[config.mk]
export PLATFORM = sky130hd
export DESIGN_NAME = spi_shift_engine
export DESIGN_NICKNAME = d
export VERILOG_FILES = /design/src/rtl/spi_pkg.sv /design/src/rtl/spi_shift_engine.sv
export SDC_FILE = /design/constraint.sdc
export NUM_CORES = 1
export LEC_CHECK = 0
export ABC_AREA = 0
export BUFFER_PORTS_ARGS = -buffer_cell sky130_fd_sc_hd__buf_2
export CORE_MARGIN = 4
export CORE_UTILIZATION = 59
export DETAILED_ROUTE_END_ITERATION = 10
export PLACE_DENSITY = 0.83
export SYNTH_ARGS = -nofsm -noshare
export SYNTH_HDL_FRONTEND = slang
export SYNTH_SLANG_ARGS = --single-unit
[constraint.sdc]
create_clock -name clk -period 2.8 [get_ports clk]
set_input_delay 0.56 -clock clk [delete_from_list [all_inputs] [get_ports clk]]
set_output_delay 0.56 -clock clk [all_outputs]
set_load 0.02 [all_outputs]
[src/rtl/spi_pkg.sv]
// Shared types and helpers for the SPI shift engine.
package spi_pkg;

  typedef enum logic {
    IDLE = 1'b0,
    XFER = 1'b1
  } state_t;

  localparam logic MSB_FIRST = 1'b0;
  localparam logic LSB_FIRST = 1'b1;

  // First bit to put on the wire for a word of (msb_idx+1) bits in the given order.
  function automatic logic head_bit(input logic [31:0] word,
                                    input logic [4:0]  msb_idx,
                                    input logic        order);
    return (order == MSB_FIRST) ? word[msb_idx] : word[0];
  endfunction

endpackage

[src/rtl/spi_shift_engine.sv]
// SPI data-path shifter: TX/RX shift registers, bit counter, buffered receive
// register with full/overrun flags and write-collision detection. All timing
// comes from single-cycle Sample_en/Shift_en strobes on the system clock.
module spi_shift_engine
  import spi_pkg::*;
#(
  parameter int DWIDTH = 8,
  parameter int CNT_W  = $clog2(DWIDTH + 1)
) (
  input  logic              clk,
  input  logic              rst,
  input  logic              Sample_en,
  input  logic              Shift_en,
  input  logic              Data_in,
  input  logic              Cpha,
  input  logic              Lsb_first,
  input  logic              Abort,
  input  logic              SPDR_wr_en,
  input  logic [DWIDTH-1:0] SPDR_in,
  input  logic              SPDR_rd_en,
  output logic [DWIDTH-1:0] SPDR_out,
  output logic              Data_out,
  output logic              Busy,
  output logic              Done,
  output logic              Rx_full,
  output logic              Ovr,
  output logic              Wcol
);

  localparam logic [4:0]       MSB_IDX  = 5'(DWIDTH - 1);
  localparam logic [CNT_W-1:0] LAST_CNT = CNT_W'(DWIDTH - 1);

  state_t            state_q, state_nxt;
  logic [DWIDTH-1:0] tx_reg, tx_next;
  logic [DWIDTH-1:0] rx_reg, rx_next;
  logic [DWIDTH-1:0] rx_buf;
  logic [CNT_W-1:0]  bit_cnt;
  logic              data_out_q, done_q, rx_full_q, ovr_q, wcol_q;
  logic              lsb_q, cpha_q, shifted_q;
  logic              load, do_sample, do_shift, complete;

  // Word as it looks after one more bit in each direction, in the latched order.
  assign rx_next = (lsb_q == LSB_FIRST) ? {Data_in, rx_reg[DWIDTH-1:1]}
                                        : {rx_reg[DWIDTH-2:0], Data_in};
  assign tx_next = (lsb_q == LSB_FIRST) ? {1'b0, tx_reg[DWIDTH-1:1]}
                                        : {tx_reg[DWIDTH-2:0], 1'b0};

  // State register.
  always_ff @(posedge clk or posedge rst) begin
    if (rst) state_q <= IDLE;
    else     state_q <= state_nxt;
  end

  // Next state and per-cycle actions; Abort overrides any strobe in XFER.
  always_comb begin
    state_nxt = state_q;
    load      = 1'b0;
    do_sample = 1'b0;
    do_shift  = 1'b0;
    complete  = 1'b0;
    case (state_q)
      IDLE: begin
        if (SPDR_wr_en) begin
          load      = 1'b1;
          state_nxt = XFER;
        end
      end
      XFER: begin
        if (Abort) begin
          state_nxt = IDLE;
        end else begin
          do_shift  = Shift_en;
          do_sample = Sample_en;
          if (Sample_en && (bit_cnt == LAST_CNT)) begin
            complete  = 1'b1;
            state_nxt = IDLE;
          end
        end
      end
      default: state_nxt = IDLE;
    endcase
  end

  // Transmit side: load latches order/phase; CPHA=1 spends its first strobe driving the head bit.
  always_ff @(posedge clk or posedge rst) begin
    if (rst) begin
      tx_reg     <= '0;
      data_out_q <= 1'b0;
      lsb_q      <= MSB_FIRST;
      cpha_q     <= 1'b0;
      shifted_q  <= 1'b0;
    end else if (load) begin
      tx_reg    <= SPDR_in;
      lsb_q     <= Lsb_first;
      cpha_q    <= Cpha;
      shifted_q <= 1'b0;
      if (!Cpha) data_out_q <= head_bit(32'(SPDR_in), MSB_IDX, Lsb_first);
    end else if (do_shift) begin
      if (cpha_q && !shifted_q) begin
        data_out_q <= head_bit(32'(tx_reg), MSB_IDX, lsb_q);
        shifted_q  <= 1'b1;
      end else begin
        tx_reg     <= tx_next;
        data_out_q <= head_bit(32'(tx_next), MSB_IDX, lsb_q);
      end
    end
  end

  // Receive shifter and bit counter.
  always_ff @(posedge clk or posedge rst) begin
    if (rst) begin
      rx_reg  <= '0;
      bit_cnt <= '0;
    end else if (load) begin
      rx_reg  <= '0;
      bit_cnt <= '0;
    end else if (do_sample) begin
      rx_reg  <= rx_next;
      bit_cnt <= bit_cnt + CNT_W'(1);
    end
  end

  // Receive buffer and status flags; a read in the completion cycle suppresses overrun.
  always_ff @(posedge clk or posedge rst) begin
    if (rst) begin
      rx_buf    <= '0;
      done_q    <= 1'b0;
      rx_full_q <= 1'b0;
      ovr_q     <= 1'b0;
      wcol_q    <= 1'b0;
    end else begin
      done_q <= complete;
      if (complete) rx_buf <= rx_next;

      if (complete)        rx_full_q <= 1'b1;
      else if (SPDR_rd_en) rx_full_q <= 1'b0;

      if (complete && rx_full_q && !SPDR_rd_en) ovr_q <= 1'b1;
      else if (SPDR_rd_en)                      ovr_q <= 1'b0;

      if (SPDR_wr_en && (state_q == XFER)) wcol_q <= 1'b1;
      else if (SPDR_rd_en)                 wcol_q <= 1'b0;
    end
  end

  assign SPDR_out = SPDR_rd_en ? rx_buf : '0;
  assign Data_out = data_out_q;
  assign Busy     = (state_q == XFER);
  assign Done     = done_q;
  assign Rx_full  = rx_full_q;
  assign Ovr      = ovr_q;
  assign Wcol     = wcol_q;

endmodule
Word-level counts from Yosys, hierarchy flattened:

Cells that the tools add are included.

* add/subtract/negate cells: 1
* multiply operators: 0
* div/mod/pow operators: 0
* order comparisons: 0
* eq/ne operators: 3
* shift operators: 0
* muxes and demuxes: 36
* bitwise operators: 1
* reduce and logical (&&, ||, !) cells: 16

Operators by type and width (count)
* two-way mux 8 bit: 8
* two-way mux 1 bit: 25
* nonzero test 2 bit: 6
* two-way mux 4 bit: 2
* AND reduction 2 bit: 3
* logical AND 1 bit: 5
* adder 4 x 1 -> 4 bit, second input constant: 1
* equality test 4 x 3 -> 1 bit, second input constant: 1
* != test 2 bit, second input constant: 2
* logical NOT 1 bit: 2
* case mux 1 bit (2 select lines): 1
* NOT 1 bit: 1

* bits in registers: 37
* bits in latches: 0
* bits in writable memories: 0
* ROM bits: 0
* input bits: 18
* logic and storage cells: 70
* memories kept: 0

Logic depth before layout (Yosys ltp):

Gate-level depths: netlist (run 1).

* depth after elaboration: 8
* gate-level depth with buffers: 6

Worst setup path after synthesis (run 1):

Ideal clock, no wire load.

* path kind: in2reg
* start point: input Abort
* end point: register rx_full_q (netlist: Rx_full)
* library setup time: 118 ps
* arrival time: 1419 ps
* data required time: 2682 ps
* setup slack: 1263 ps
* stages: 6
* buffers on the path: 3
* path through: and2b_1 buf_4 and2_1 buf_2 buf_6 a21o_1

* word-level cells in the longest chain between the ends: 3
* elaborated cells between the ends (all ways): 4
* classes of those cells: mux (3); reduce/logical (1)

RTL lines
* from (decl): RTL line spi_shift_engine.sv:17 `input logic Abort,`
* two-way mux 1 bit *: RTL line spi_shift_engine.sv:69 `if (Abort) begin`
* two-way mux 1 bit *: RTL line spi_shift_engine.sv:61 `case (state_q)`
* via complete: RTL line spi_shift_engine.sv:40 `logic load, do_sample, do_shift, complete;`
* two-way mux 1 bit or nonzero test 2 bit (tied branches)
* to (signal assigned): RTL line spi_shift_engine.sv:128 `rx_full_q <= 1'b0;`
* to (signal assigned): RTL line spi_shift_engine.sv:135 `if (complete) rx_full_q <= 1'b1;`
* to (signal assigned): RTL line spi_shift_engine.sv:136 `else if (SPDR_rd_en) rx_full_q <= 1'b0;`
* to (decl): RTL line spi_shift_engine.sv:38 `logic data_out_q, done_q, rx_full_q, ovr_q, wcol_q;`

Mark *: on every way through the listed nets, which the timed path passes. The rest lies on a longest branch.
A chain may end at the register's enable or synchronous reset.

Worst setup path after layout (run 1):

* start point: register state_q (netlist: Busy)
* end point: register bit_cnt[3]

* word-level cells in the longest chain between the ends: 2
* elaborated cells between the ends (all ways): 4
* classes of those cells: mux (3); reduce/logical (1)

RTL lines
* from (decl): RTL line spi_shift_engine.sv:33 `state_t state_q, state_nxt;`
* from (signal assigned): RTL line spi_shift_engine.sv:51 `else state_q <= state_nxt;`
* two-way mux 1 bit: RTL line spi_shift_engine.sv:61
* two-way mux 4 bit or nonzero test 2 bit (tied branches)
* to (signal assigned): RTL line spi_shift_engine.sv:119 `bit_cnt <= bit_cnt + CNT_W'(1);`
* to (decl): RTL line spi_shift_engine.sv:37 `logic [CNT_W-1:0] bit_cnt;`

Several ways; a longest one is shown, not always the timed one.

==> summary.txt, run 1 <==
Status -> complete, no violations
CTS tree -> yes
NetSw -> 393 µW
Row Count -> 19
Net Sw Frac -> 29.8%
Setup crit start -> Busy
Wire length per cell -> 14.1 µm
Combinational share of power -> 19.0%
RD Place Congestion -> 0.756
GR Overflow Total -> 0
Clock root buffer -> clkbuf_4
Clk pin slew, worst setup/hold paths -> 110 ps
Lkg Pwr -> 0.00101 µW
Synth top area share -> 52.0%
Pint -> 927 µW
Post-CTS setup buffers -> 0
Die H -> 63.0 µm
First-pass GRT wire length -> 5.98 mm
Starting DRT DRC Count -> 112
Clk pwr share -> 29.2%
Primary FF master, synth -> dfrtp_1
R2R Path End -> bit_cnt[3]
Setup Viol. Count Final -> 0
Worst-Skew Late Latency -> 330 ps
Worst Path Class, Setup -> reg2reg
R2R Path Start -> Busy
Vias in the first global route -> 1342
RSZ-0062 raised after global routing -> no
Worst setup SP type -> register
CTS Buffer Depth -> 2
Via/cell ratio -> 5.62
Slew margin rel. -> 44.5%
Min cycle time layout -> 1850 ps
Antenna violations before repair -> 0
Setup TNS -> 0 ps
Top post-synthesis cells by area -> dfrtp_1 52%, mux2i_1 7.9%, a21oi_1 5.3%
Die area -> 0.00396 mm²
GRT Util Overall -> 19.1%
Slowest cell on the critical path -> or3_1
Worst EP arrival -> 2100 ps
Port-buffer cells -> 31
Ys Warns -> 0
Post-CTS sizing -> 0
P&R area growth vs syn -> 12.4%
PwrDens -> 659 mW/mm²
Fillers -> 219
Max-slew violations -> 0
Post-Synthesis Cells -> 184
Hold-fix buffers, CTS -> 0
Antenna diodes -> 0
Crit-path cells -> and2b_1, nand2_1, or3_1, a21oi_1
Core box area -> 0.00283 mm²
FF-to-FF setup slack -> 950 ps
Seq cells post-synth -> 37
Crit-path max cell delay -> 470 ps
Total of max-cap violations -> 0
Cells on worst reg2reg path -> 4
Final nets -> 231
EDFF count, synth -> 0
Clock skew -> 9.06 ps
Clock sink count -> 37
Share of cells above drive strength 1 -> 19.7%
H-Tree Level Count -> 2
# DRC -> 0
I/O pin cnt -> 32
Final hold vios -> 0
Least-Margin Pin Slew -> 832 ps
Synth cell count leaders -> 37 x dfrtp_1, 19 x a21oi_1, 19 x o21ai_0
Worst vdd ir -> 0.332 mV
Multi-input gate area -> 764 µm²
DRT Pass-1 Iters -> 4
Cell Area, Synth -> 0.00178 mm²
DP HPWL -> 2.48 mm
Initial Util -> 63.0%
CP Capture Type -> register
Worst Path Required -> 3050 ps
Fin crit share -> 66.1%
ANT nets after route -> 0
Worst Path Max Fanout -> 21
Area leader, netlist -> dfrtp_1
Portion of total power attributed to sequential cells -> 51.7%
Worst Setup EP -> bit_cnt[3]
DR vias -> 1372
Count leader, synth -> dfrtp_1
F_max -> 540 MHz
FF+latch area -> 926 µm²
Hold Path Class -> in2async
Final WL -> 3.45 mm
Pwr Total -> 1320 µW
Total CTS buffers -> 5
Distinct cells, synth -> 30
Die Wd -> 63.0 µm
Post-synth ARST share -> 100%
Synth Area per Inst -> 9.68 µm²
Syn nets -> 203
Register area share after synthesis -> 52.0%
Largest net degree at the start of global routing -> 38
metrics by stage:
step / hold WS, ps / setup WS, ps / utilization (%) / area [µm²] / std cells
3_3_place_gp: 472 / 772 / 67.7 / 1910 / 236
6_report: 303 / 948 / 70.8 / 2000 / 244
2_1_floorplan: 462 / 1260 / - / 1780 / 184
4_1_cts: 326 / 937 / 70.8 / 2000 / 244
3_5_place_dp: 485 / 665 / 67.7 / 1910 / 236
5_1_grt: 326 / 801 / 70.8 / 2000 / 244
how the worst min path moves through the flow:
| stage | from | endpoint | slack (ps) | depth (start not counted) |
|---|---|---|---|---|
| 3_3_place_gp | Ovr | Ovr | 470 | 2 |
| 2_1_floorplan | tx_reg[7] | tx_reg[7] | 460 | 2 |
| 4_1_cts | rst | rx_buf[4] | 330 | 3 |
| 3_5_place_dp | Wcol | Wcol | 480 | 1 |
| 6_report | rst | Ovr | 300 | 3 |
| 5_1_grt | rst | rx_buf[4] | 330 | 3 |
cell usage in the layout, fill, tap and decap left out, types with 2 or more instances in the layout:
master,instances
a21o_1,2
nand2_1,16
nand3_1,14
mux2i_1,14
clkbuf_4,5
o21ai_0,19
buf_2,31
inv_1,6
a211oi_1,2
and2_1,9
dfrtp_1,37
nor2_1,18
and2b_1,2
a21oi_1,19
nand2b_1,2
area by class of cell:
type	count	share of cell area (%)
Clock inverter	2	1.87
Tap cell	31	1.94
Timing Repair Buffer	32	8.12
Inverter	6	1.12
Sequential cell	37	46.2
Multi-Input combinational cell	130	38.2
Clock buffer	6	2.56
worst max-delay path: cells and delay by family (launching register included):
family | cells | cell delay, ps
AOI/OAI and AO/OA | 1 | 150
DFF | 1 | 420
and+or+nand+nor | 3 | 1200
per-layer routing:
metal  share of wire (%)  vias up  global-route usage [%]
met4                0.55        0                    5.79
met5                   0        -                       0
met2                  50       29                    31.1
li1                    -      689                       -
met1                  45      652                    24.2
met3                 4.6        2                    6.12
power groups by stage:
stage	Sequential (µW)	Clock [µW]	Combinational [µW]
global route	698	433	285
CTS	683	397	253
detailed placement	694	0	252
floorplan	666	0	210
global placement	687	0	239
finish	683	386	251
logic make-up after synthesis:
logic type	share of synthesized area, %
and+or+nand+nor	17.8
DFF	52.0
xor gates and xnor gates	0.492
buffers and inverters	5.13
muxes	8.50
adders and majority gates	0.702
AOI/OAI and AO/OA	15.4
Power figures use the tool's default switching activity.
==> run 2, diff against run 1 <==
- CORE_UTILIZATION: 59 -> 49
- PLACE_DENSITY: 0.83 -> 0.73
- clock period: 2.8 -> 1.55 ns (I/O delays scaled with it)
==> run 2 against run 1 <==
Clock skew increased by 2.5 ps. Cell count is 8.2% higher. Combinational power is 100% higher. Count of clock-buffer cells in the layout is 1 higher. Sequential power grew 76%. Die area is 18% higher. Final area grew 2.0%. Clock power grew 46%. Critical path type unchanged. Critical endpoint unchanged.
==> summary.txt, run 2 (synthesis results as in run 1) <==
Crit-path max cell delay -> 430 ps (-40 ps)
Most frequent cells in the layout -> 37 x dfrtp_1, 31 x buf_2, 19 x a21oi_1, 19 x o21ai_0, 18 x nor2_1
F_max -> 703 MHz (+30%)
Max-slew violations -> 0 (unchanged)
FF-to-FF setup slack -> 130 ps (-820 ps)
Final WL -> 3.60 mm (+4.5%)
Commonest non-fill, non-tap cell in the layout -> dfrtp_1
Worst vdd ir -> 0.469 mV (+41%)
Fillers -> 303 (+38%)
CTS tree -> yes
Worst-Skew Late Latency -> 340 ps (about the same)
Core box area -> 0.00342 mm² (+21%)
Die area -> 0.00466 mm² (+18%)
Worst Path Required -> 1810 ps (-1240 ps)
# DRC -> 0 (unchanged)
Final hold slack -> 59.3 ps (-244 ps)
Net Sw Frac -> 30.9% (+1.1 points)
Final hold vios -> 0 (unchanged)
Wire length per cell -> 13.6 µm (-3.4%)
Die Wd -> 68.3 µm (+8.5%)
R2R Path Start -> Busy
Worst Path Class, Setup -> reg2reg
Lkg Pwr -> 0.00104 µW (+2.2%)
Fin worst setup slack -> 127 ps (-821 ps)
Clock root buffer -> clkbuf_4
Crit-path cells -> and2b_1, nand2_1, or3_1, a21oi_1
Min cycle time layout -> 1420 ps (-429 ps)
Clk pwr share -> 24.9% (-4.3 points)
Post-layout util -> 59.8% (-11 points)
CP Capture Type -> register
ANT nets after route -> 0 (unchanged)
Final nets -> 236 (+2.2%)
DRT Pass-1 Iters -> 4 (unchanged)
Portion of total power attributed to sequential cells -> 52.6% (+0.9 points)
Worst EP arrival -> 1690 ps (-410 ps)
RD Place Congestion -> 0.774 (+2.5%)
DR vias -> 1385 (+0.95%)
CTS Buffer Depth -> 2 (unchanged)
Total of max-cap violations -> 0 (unchanged)
Antenna violations before repair -> 0 (unchanged)
Vias in the first global route -> 1366 (+1.8%)
Setup crit start -> Busy
Slowest cell on the critical path -> dfrtp_1
Antenna diodes -> 0 (unchanged)
DP HPWL -> 2.73 mm (+10%)
NetSw -> 701 µW (+78%)
First-pass GRT wire length -> 6.15 mm (+3.0%)
I/O pin cnt -> 32 (unchanged)
Clk pin slew, worst setup/hold paths -> 110 ps (about the same)
Cells on worst reg2reg path -> 4 (unchanged)
Worst Path Max Fanout -> 6 (-71%)
Hold Path Class -> in2async
Setup Viol. Count Final -> 0 (unchanged)
GRT Util Overall -> 18.2% (-0.94 points)
Largest net degree at the start of global routing -> 38 (unchanged)
Starting DRT DRC Count -> 62 (-45%)
Hold-fix buffers, CTS -> 0 (unchanged)
H-Tree Level Count -> 2 (unchanged)
Port-buffer cells -> 31 (unchanged)
Pint -> 1570 µW (+69%)
Die H -> 68.3 µm (+8.5%)
P&R area growth vs syn -> 14.7%
R2R Path End -> bit_cnt[3]
Worst setup SP type -> register
Row Count -> 21 (+2)
Total CTS buffers -> 5 (unchanged)
Slew margin rel. -> 69.7% (+25 points)
Place WS -> -29.2 ps (-695 ps)
GR Overflow Total -> 0 (unchanged)
Post-CTS setup buffers -> 0 (unchanged)
Least-Margin Pin Slew -> 455 ps (-377 ps)
Via/cell ratio -> 5.25 (-6.7%)
PwrDens -> 1110 mW/mm² (+69%)
Fin crit share -> 91.8% (+26 points)
Clock sink count -> 37 (unchanged)
Status -> complete, no violations
Share of cells above drive strength 1 -> 22.0% (+2.3 points)
RSZ-0062 raised after global routing -> no
Worst Setup EP -> bit_cnt[3]
Initial Util -> 52.2% (-11 points)
Combinational share of power -> 22.5% (+3.5 points)
Clock skew -> 11.6 ps (+2.54 ps)
==> run 2: changes by cell type in the layout (fill, tap and decap cells not counted), sizes merged <==
cell,delta
buf,+5
bufinv,-1
clkinvlp,-1
clkinv,+1
clkbuf,+1
==> run 2: power by group through the flow <==
stage                     logic, µW  registers, µW  clock network (µW)
after floorplan                 380           1200                   0
after global placement          492           1200                   0
after detailed placement        515           1220                   0
after CTS                       516           1190                 577
after global routing            580           1220                 628
final                           510           1200                 565
==> run 2: final cells by class <==
cell class	count	area, µm²	area share [%]
sequential	37	926	45.3
multi-input combinational	130	767	37.5
timing repair buffer	37	200	9.80
clock buffer	7	65.1	3.18
tap	46	57.6	2.82
inverter	6	22.5	1.10
clock inverter	1	5.00	0.245
==> run 2: worst max-delay path: cells and delay by family, from the launching register on <==
kind / cells / cell delay, ps
and+or+nand+nor: 3 / 790
DFF: 1 / 430
AOI/OAI and AO/OA: 1 / 140
==> run 2: stage by stage <==
step	TNS, ps	cells	cell area, µm²	total power (µW)
floorplan	0	184	1780	1580
global placement	0	256	1970	1690
detailed placement	-76.9	256	1970	1730
CTS	0	264	2040	2290
global route	0	264	2040	2420
finish	0	264	2040	2270
==> run 2: timing repair <==
action                                  CTS  global route
pin swaps                                 0             1
gates resized for setup                   1             1
endpoints found under the setup margin    9             2
==> run 2: worst min path at each step <==
stage	from	end	slack, ps
6_report	rst	tx_reg[0]	60
5_1_grt	rst	rx_buf[4]	90
4_1_cts	rst	cpha_q	70
3_5_place_dp	rst	shifted_q	440
3_3_place_gp	rst	Wcol	430
2_1_floorplan	SPDR_rd_en	Ovr	380
==> run 2: per-layer routing <==
layer	part of all wire, %	track usage, %	up-vias	wire length, µm
met5	0	0	-	0
met4	1.0	6.70	0	36
met3	5.2	5.91	4	186
met2	52	31.5	20	1870
met1	42	20.7	664	1510
li1	-	-	697	-
==> run 3, diff against run 2 <==
- CELL_PAD_IN_SITES_DETAIL_PLACEMENT: unset -> 0
- CELL_PAD_IN_SITES_GLOBAL_PLACEMENT: unset -> 1
- CORE_UTILIZATION: 49 -> 38
- PLACE_DENSITY: 0.73 -> 0.74
==> run 3 against run 2 <==
Combinational power up 6.3%. Routed wire length up 7.8%. Worst hold slack better by 57 ps. Register-to-register slack about the same. Via count up 3.1%. Die area up 25%. Clock power up 53%. Flip-flop and latch count unchanged. Global-route usage down 3.8 points. First-iteration DRC count up 73%. Maximum frequency up 0.20%. Largest cell class unchanged.
==> summary.txt, run 3 (synthesis results as in run 1) <==
Setup TNS -> 0 ps (unchanged)
F_max -> 704 MHz (+0.20%)
Worst Path Required -> 1710 ps (-100 ps)
CP Capture Type -> register
FF-to-FF setup slack -> 130 ps (about the same)
P&R area growth vs syn -> 19.7%
Starting DRT DRC Count -> 107 (+73%)
Finished layout cell area -> 0.00213 mm² (+4.4%)
Die H -> 76.5 µm (+12%)
Hold Path Class -> in2async
Worst setup SP type -> register
Least-Margin Pin Slew -> 468 ps (+12.9 ps)
Antenna diodes -> 0 (unchanged)
Setup crit start -> Busy
Total CTS buffers -> 5 (unchanged)
Routed wl met3 -> 174 µm (-6.5%)
Antenna violations before repair -> 0 (unchanged)
CTS tree -> yes
Core box area -> 0.00444 mm² (+30%)
Commonest non-fill, non-tap cell in the layout -> dfrtp_1
ANT nets after route -> 0 (unchanged)
First-pass GRT wire length -> 6.80 mm (+10%)
DRT met1 WL -> 1.63 mm (+7.9%)
Placed inst area -> 0.00201 mm² (+2.0%)
Lkg Pwr -> 0.00107 µW (+2.9%)
Via/cell ratio -> 5.27 (+0.44%)
DR WL met2 -> 2.01 mm (+7.7%)
Final nets -> 237 (+0.42%)
RSZ-0062 raised after global routing -> no
Clock sink count -> 37 (unchanged)
Clock skew -> 7.13 ps (-4.47 ps)
Clock root buffer -> clkbuf_8
Port-buffer cells -> 31 (unchanged)
Largest net degree at the start of global routing -> 38 (unchanged)
GRT Util Overall -> 14.4% (-3.8 points)
Most frequent cells in the layout -> 37 x dfrtp_1, 31 x buf_2, 19 x a21oi_1, 19 x o21ai_0, 18 x nor2_1
Share of cells above drive strength 1 -> 22.4% (+0.36 points)
Final hold vios -> 0 (unchanged)
Hold-fix buffers, CTS -> 0 (unchanged)
Min cycle time layout -> 1420 ps (-2.90 ps)
Row Count -> 24 (+14%)
CTS Buffer Depth -> 2 (unchanged)
PwrDens -> 1220 mW/mm² (+9.9%)
Total of max-cap violations -> 0 (unchanged)
Initial Util -> 40.1% (-12 points)
Fin crit share -> 91.6% (-0.19 points)
I/O pin cnt -> 32 (unchanged)
R2R Path Start -> Busy
Wire length per cell -> 14.3 µm (+5.0%)
Post-layout util -> 48.0% (-12 points)
Clk pin slew, worst setup/hold paths -> 70 ps (-40 ps)
# DRC -> 0 (unchanged)
Max-slew violations -> 0 (unchanged)
Setup Viol. Count Final -> 0 (unchanged)
R2R Path End -> tx_reg[3]
Top Layer Used -> met4
Slew margin rel. -> 68.8% (-0.86 points)
GR Overflow Total -> 0 (unchanged)
Cells on worst reg2reg path -> 5 (+1)
Final WL -> 3.88 mm (+7.8%)
Worst Path Max Fanout -> 15 (+9)
Worst-Skew Late Latency -> 290 ps (-50 ps)
DRT Pass-1 Iters -> 4 (unchanged)
Vias in the first global route -> 1496 (+9.5%)
Worst EP arrival -> 1580 ps (-110 ps)
Fillers -> 429 (+42%)
Post-CTS setup buffers -> 0 (unchanged)
Die area -> 0.00585 mm² (+25%)
Worst vdd ir -> 0.537 mV (+14%)
RD Place Congestion -> 0.790 (+2.1%)
Worst Path Class, Setup -> reg2reg
Status -> complete, no violations
DP HPWL -> 2.88 mm (+5.7%)
Die Wd -> 76.5 µm (+12%)
DR vias -> 1428 (+3.1%)
H-Tree Level Count -> 2 (unchanged)
[run 3: cell types whose count changed in the layout (fill, tap and decap cells not counted)]
cell,delta
clkbuf_4,-5
bufinv_16,+1
buf_4,-1
clkinv_2,-1
buf_12,+2
clkbuf_8,+4
clkinvlp_4,+1
[run 3: how the worst max path moves through the flow]
| stage | depth (start not counted) | endpoint | slack (ps) |
|---|---|---|---|
| after detailed placement | 5 | Ovr | -60 |
| after floorplan | 6 | Rx_full | 80 |
| after global routing | 5 | Data_out | 40 |
| after global placement | 5 | Ovr | 70 |
| after CTS | 5 | Ovr | 70 |
| final | 5 | tx_reg[3] | 130 |
[run 3: power breakdown]
group | internal (µW) | switching, µW
registers | 1090 | 106
clock network | 523 | 344
logic | 245 | 296
total | 1860 | 746
[run 3: cell type report]
type	count	area [µm²]	area share (%)
inverter	6	22.5	1.06
multi-input combinational	130	767	36.0
clock buffer	6	82.6	3.87
tap	52	65.1	3.05
timing repair buffer	38	233	10.9
clock inverter	2	37.5	1.76
sequential	37	926	43.4
[run 3: layer usage]
metal,vias to the layer above,global-route usage (%)
met4,0,5.98
met1,687,15.8
met2,31,25.7
met3,8,4.14
met5,-,0
li1,702,-
[run 3: what timing repair did]
action | 4_1_cts | 5_1_grt
setup endpoints to repair | 9 | 9
gates resized for setup | 1 | 1
pin swaps | 0 | 0
[run 3: through the flow]
| step | std cells | setup WS (ps) | hold slack (ps) | total power, µW |
|---|---|---|---|---|
| 2_1_floorplan | 184 | 75.1 | 376 | 1580 |
| 3_3_place_gp | 263 | 65.1 | 436 | 1740 |
| 3_5_place_dp | 263 | -64.2 | 445 | 1770 |
| 4_1_cts | 271 | 67.8 | 133 | 2640 |
| 5_1_grt | 271 | 36.2 | 148 | 2770 |
| 6_report | 271 | 130 | 116 | 2610 |
[run 3: critical path: stages (launching register included)]
cell and delay [ps]:
dfrtp_1 420, and2b_1 230, buf_4 170, a31oi_4 220, buf_12 160, o21ai_0 90
